[src/rtl/regbank_wr_demux_8.sv]
// rtl/regbank_wr_demux_8.sv - 8 x WIDTH register bank write side with load-multiple burst sequencer (optional REG7_PC_EN)
module regbank_wr_demux_8 #(
    parameter int               WIDTH     = 16,
    parameter logic [WIDTH-1:0] RESET_VAL = '0
) (
    input  logic             clk,
    input  logic             reset,
    input  logic             wr_valid,
    output logic             wr_ready,
    input  logic [2:0]       wr_sel,
    input  logic [WIDTH-1:0] wr_data,
    input  logic             burst_start,
    input  logic [7:0]       burst_mask,
    output logic             burst_busy,
    output logic [2:0]       burst_idx,
    output logic             burst_done,
`ifdef REG7_PC_EN
    input  logic             pc_wr,
    input  logic [WIDTH-1:0] pc_data,
`endif
    output logic [WIDTH-1:0] reg0,
    output logic [WIDTH-1:0] reg1,
    output logic [WIDTH-1:0] reg2,
    output logic [WIDTH-1:0] reg3,
    output logic [WIDTH-1:0] reg4,
    output logic [WIDTH-1:0] reg5,
    output logic [WIDTH-1:0] reg6,
    output logic [WIDTH-1:0] reg7
);

    typedef enum logic [1:0] {
        IDLE  = 2'd0,
        BURST = 2'd1,
        DONE  = 2'd2
    } state_t;

    state_t           state_q, state_d;
    logic [7:0]       mask_q, mask_d;
    logic [WIDTH-1:0] regs_q [8];
    logic [WIDTH-1:0] regs_d [8];

    logic [2:0]       first_idx;
    logic [7:0]       wr_onehot;

    // Lowest set bit of the remaining mask: the register the next beat targets.
    always_comb begin
        first_idx = 3'd0;
        for (int i = 7; i >= 0; i--) begin
            if (mask_q[i]) begin
                first_idx = 3'(i);
            end
        end
    end

    // Next-state, mask bookkeeping and one-hot write decode.
    always_comb begin
        state_d   = state_q;
        mask_d    = mask_q;
        wr_onehot = 8'h00;
        case (state_q)
            IDLE: begin
                if (burst_start) begin
                    // A burst start wins over a same-cycle single write.
                    mask_d  = burst_mask;
                    state_d = (burst_mask != 8'h00) ? BURST : DONE;
                end else if (wr_valid) begin
                    wr_onehot = 8'h01 << wr_sel;
                end
            end
            BURST: begin
                if (wr_valid) begin
                    wr_onehot = 8'h01 << first_idx;
                    mask_d    = mask_q & ~(8'h01 << first_idx);
                    if ((mask_q & ~(8'h01 << first_idx)) == 8'h00) begin
                        state_d = DONE;
                    end
                end
            end
            DONE: begin
                state_d = IDLE;
            end
            default: begin
                state_d = IDLE;
                mask_d  = 8'h00;
            end
        endcase
    end

    // Register file next values: decoded write, then the R7 program-counter load on top.
    always_comb begin
        for (int i = 0; i < 8; i++) begin
            regs_d[i] = wr_onehot[i] ? wr_data : regs_q[i];
        end
`ifdef REG7_PC_EN
        if (pc_wr) begin
            regs_d[7] = pc_data;
        end
`endif
    end

    // State, mask and register storage with synchronous reset.
    always_ff @(posedge clk) begin
        if (reset) begin
            state_q <= IDLE;
            mask_q  <= 8'h00;
            for (int i = 0; i < 8; i++) begin
                regs_q[i] <= RESET_VAL;
            end
        end else begin
            state_q <= state_d;
            mask_q  <= mask_d;
            for (int i = 0; i < 8; i++) begin
                regs_q[i] <= regs_d[i];
            end
        end
    end

    // Status outputs decoded from the registered state.
    always_comb begin
        wr_ready   = (state_q != DONE);
        burst_busy = (state_q == BURST);
        burst_done = (state_q == DONE);
        burst_idx  = (state_q == BURST) ? first_idx : 3'd0;
    end

    assign reg0 = regs_q[0];
    assign reg1 = regs_q[1];
    assign reg2 = regs_q[2];
    assign reg3 = regs_q[3];
    assign reg4 = regs_q[4];
    assign reg5 = regs_q[5];
    assign reg6 = regs_q[6];
    assign reg7 = regs_q[7];

endmodule

[config.mk]
export PLATFORM = sky130hd
export DESIGN_NAME = regbank_wr_demux_8
export DESIGN_NICKNAME = d
export VERILOG_FILES = /design/src/rtl/regbank_wr_demux_8.sv
export SDC_FILE = /design/constraint.sdc
export NUM_CORES = 1
export LEC_CHECK = 0
export ABC_AREA = 0
export CELL_PAD_IN_SITES_DETAIL_PLACEMENT = 0
export CELL_PAD_IN_SITES_GLOBAL_PLACEMENT = 1
export CORE_MARGIN = 4
export CORE_UTILIZATION = 35
export DETAILED_ROUTE_END_ITERATION = 10
export GPL_TIMING_DRIVEN = 0
export HOLD_SLACK_MARGIN = 0.1
export PLACE_DENSITY_LB_ADDON = 0.3
export SYNTH_ARGS = -nofsm -noshare
export SYNTH_HDL_FRONTEND = slang
export SYNTH_SLANG_ARGS = --single-unit
[constraint.sdc]
create_clock -name clk -period 2.5 [get_ports clk]
set_input_delay 0.5 -clock clk [delete_from_list [all_inputs] [get_ports clk]]
set_output_delay 0.5 -clock clk [all_outputs]
set_load 0.005 [all_outputs]
==> results of run 1 <==
==> per-stage QoR <==
stage          area, µm²  setup TNS, ps  hold slack (ps)
6_report            8710              0            465.2
3_5_place_dp        7849         -36970            459.5
4_1_cts             8574              0            466.8
5_1_grt             8710         -20.60            491.4
3_3_place_gp        7849         -30940            449.8
2_1_floorplan       5952              0            460.0
==> worst min path at each step <==
stage / start / endpoint / depth (start not counted) / slack (ps)
2_1_floorplan: regs_q[0][0] / regs_q[0][0] / 2 / 460
3_3_place_gp: regs_q[0][2] / regs_q[0][2] / 2 / 450
3_5_place_dp: regs_q[0][7] / regs_q[0][7] / 2 / 460
4_1_cts: regs_q[1][9] / regs_q[1][9] / 2 / 470
5_1_grt: regs_q[1][12] / regs_q[1][12] / 2 / 490
6_report: regs_q[1][9] / regs_q[1][9] / 2 / 470
==> routing by layer <==
layer,share of wire (%),vias up,wire length [µm]
li1,-,2882,-
met2,46,240,10050
met1,44,2905,9651
met4,2.7,0,600
met3,7.6,47,1665
met5,0,-,0
==> placed cells by master (no fill, tap or decap), drive strengths merged, types with 5 or more instances in the layout <==
cell and count:
clkbuf 65, nand3 66, clkinv 7, nor4 6
o21ai 101, inv 25, or3 30, nand2 12
nor2 43, bufinv 5, nor3 7, a21oi 111
mux2i 33, dfxtp 138, clkdlybuf4s50 160, buf 30
or4 5
==> layout make-up <==
cell class | count | share of cell area [%]
buffer | 60 | 3.405
timing repair buffer | 178 | 20.01
inverter | 25 | 1.135
clock buffer | 19 | 5.085
tap | 220 | 3.160
multi-input combinational | 469 | 33.20
clock inverter | 12 | 2.255
sequential | 138 | 31.75
==> power by group <==
part	internal, W	switching (W)	total (W)	leakage, nW
clock network	0.00179	0.000972	0.00276	0.317
registers	0.00234	0.000120	0.00246	1.12
logic	0.000717	0.000995	0.00171	1.55
==> state kept, by name (all words and copies together), names as in the netlist <==
name / count
state_q: 2
regs_q: 128
mask_q: 8
==> logic make-up (layout without fill, tap and decap cells) <==
family	Yosys count	in the layout	share of synthesized area [%]
AND/OR/NAND/NOR	189	189	16.92
AO/OA/AOI/OAI	246	246	24.55
adder cells (fa/ha/maj)	1	1	0.1682
buffers and inverters	88	294	6.391
flip-flops	138	138	46.42
multiplexers	33	33	5.550
==> timing repair <==
| action | in CTS | in global routing |
|---|---|---|
| gates cloned | 0 | 0 |
| setup endpoints to repair | 23 | 81 |
| resized for setup | 12 | 32 |
| pin swaps | 4 | 6 |
| setup buffers | 6 | 10 |
==> worst max-delay path, delay by kind of cell, from the launching register on <==
| family | cells | cell delay (ps) |
|---|---|---|
| and+or+nand+nor | 2 | 500 |
| DFF | 1 | 450 |
| buffers and inverters | 2 | 570 |
==> results.toml, run 1 <==
[cells_and_area]
synthToLayoutAreaGrowth_pct = 46.33
fillers = 1525
multi_input_area_um2 = 2892
layout-drive-gt1-share_pct = 10.65
finalNetCount = 920
area.sequential_um2 = 2765
antenna_cells = 0
final_util_pct = 52.33
finalNonFillerCells = 1121

[yosys]
netlist_area_um2 = 5952
seq_area_frac_synth_pct = 46.42
yosys.area.top_type = "dfxtp_1"
synth_cell_types = 61
postSynthCellCount = 695
synth_fp_nets = 726
synth-async-reset-ratio_pct = 0
synth-seq-cells = 138
synth_edf_count = 0
synthFlopType = "dfxtp_1"
synth_most_common_cell = "dfxtp_1"
synth_top_area_share_pct = 46.42
synthTopCellsByArea = "dfxtp_1 (46%), a21oi_1 (9.3%), o21ai_0 (8.1%)"
ys_top_cells_by_count = "dfxtp_1 (138), a21oi_1 (111), o21ai_0 (96), nand3_1 (65), clkbuf_1 (45)"
ys_warn_count = 0
avgSynthCellArea_um2 = 8.564

[clocking]
postCtsHoldBufs = 0
cts_tree = "yes"
clkTransAtPathRegs_ps = 60
clkSinkCount = 138
cts_root_buffer = "clkbuf_16"
worstSkewPairLatency_ps = 420
h-tree-depth = 4
clock_path_buffers = 2
numCtsBuffers = 17

[timing]
fmax_mhz = 409.0
finalHoldViolCount = 0
setup_viol = 0
relSlewSlack_pct = 43.98
fin_crit_ps = 2445
layout_setup_ws_ps = 55.05
period_share_pct = 97.80
finalClockSkew_ps = 9.253
worst_slew_pin_slew_ps = 838.5
maxSlewViolCount = 0

[setup_path]
crit_chain = "nor4_4 -> nand3_4 -> inv_1 -> clkdlybuf4s50_1"
rrSetupSlack_ps = 120
worstSetupStartpointType = "flip-flop"
r2r-start = "mask_q[1]"
arrival_ps = 1940
path_class = "reg -> out"
cpPeakStageDelay_ps = 500
worstSetupStartpoint = "mask_q[1]"
critPathRequiredTime_ps = 2000
rr_endpoint = "regs_q[1][39]"
crit_end = "burst_idx[2]"
worstSetupEndpointType = "output port"
path_max_fanout = 10
crit_slowest_cell = "clkdlybuf4s50_1"
r2r_cells = 7

[global_routing]
grt_max_degree = 17
met1_usage_pct = 28.76
grt_pass1_vias = 6089
gr-usage-met2_pct = 34.79
globalRouteOverflowTotal = 0
grt_pass1_wl_mm = 33.81
grt.met3_usage_pct = 6.906
grt-busiest-layer = "met2"
antenna_found_initial = 0
track_usage_pct = 22.12

[detailed_routing]
drt_wl_total_mm = 21.96
dr.pass1.iters = 5
ant_nets = 0
route.detailed.drc = 0
wire_per_inst_um = 19.59
drtIter0Drc = 360
num_vias = 6074
drt-vias-per-instance = 5.418

[floorplan]
die_x_um = 138.4
die_y_um = 138.4
core_um2 = 16640
core.rowCount = 47
die_area_um2 = 19160
ios = 165
start_util_pct = 35.76

[placed_design]
dp_slack_ps = -522.3
hpwl_mm = 15.69
portBuffers = 162
place_congestion = 0.8801
dp.cells = 1077

[power]
power_w = 0.006934
static-leakage-power_nw = 2.978
peakVddDrop_v = 0.0004933
power.density_nw_per_um2 = 796.2

[hold_path]
hp-class = "reg -> reg"

[job]
drv_cap = 0

[outcome]
status = "completed"
No activity file was read; power rests on OpenSTA's default activity.
==> inputs of run 2 (changes only) <==
ABC_CLOCK_PERIOD_IN_PS = 2500   (was default)
==> results of run 2 <==
The final DEF is identical to that of run 1; final timing and power are the same.
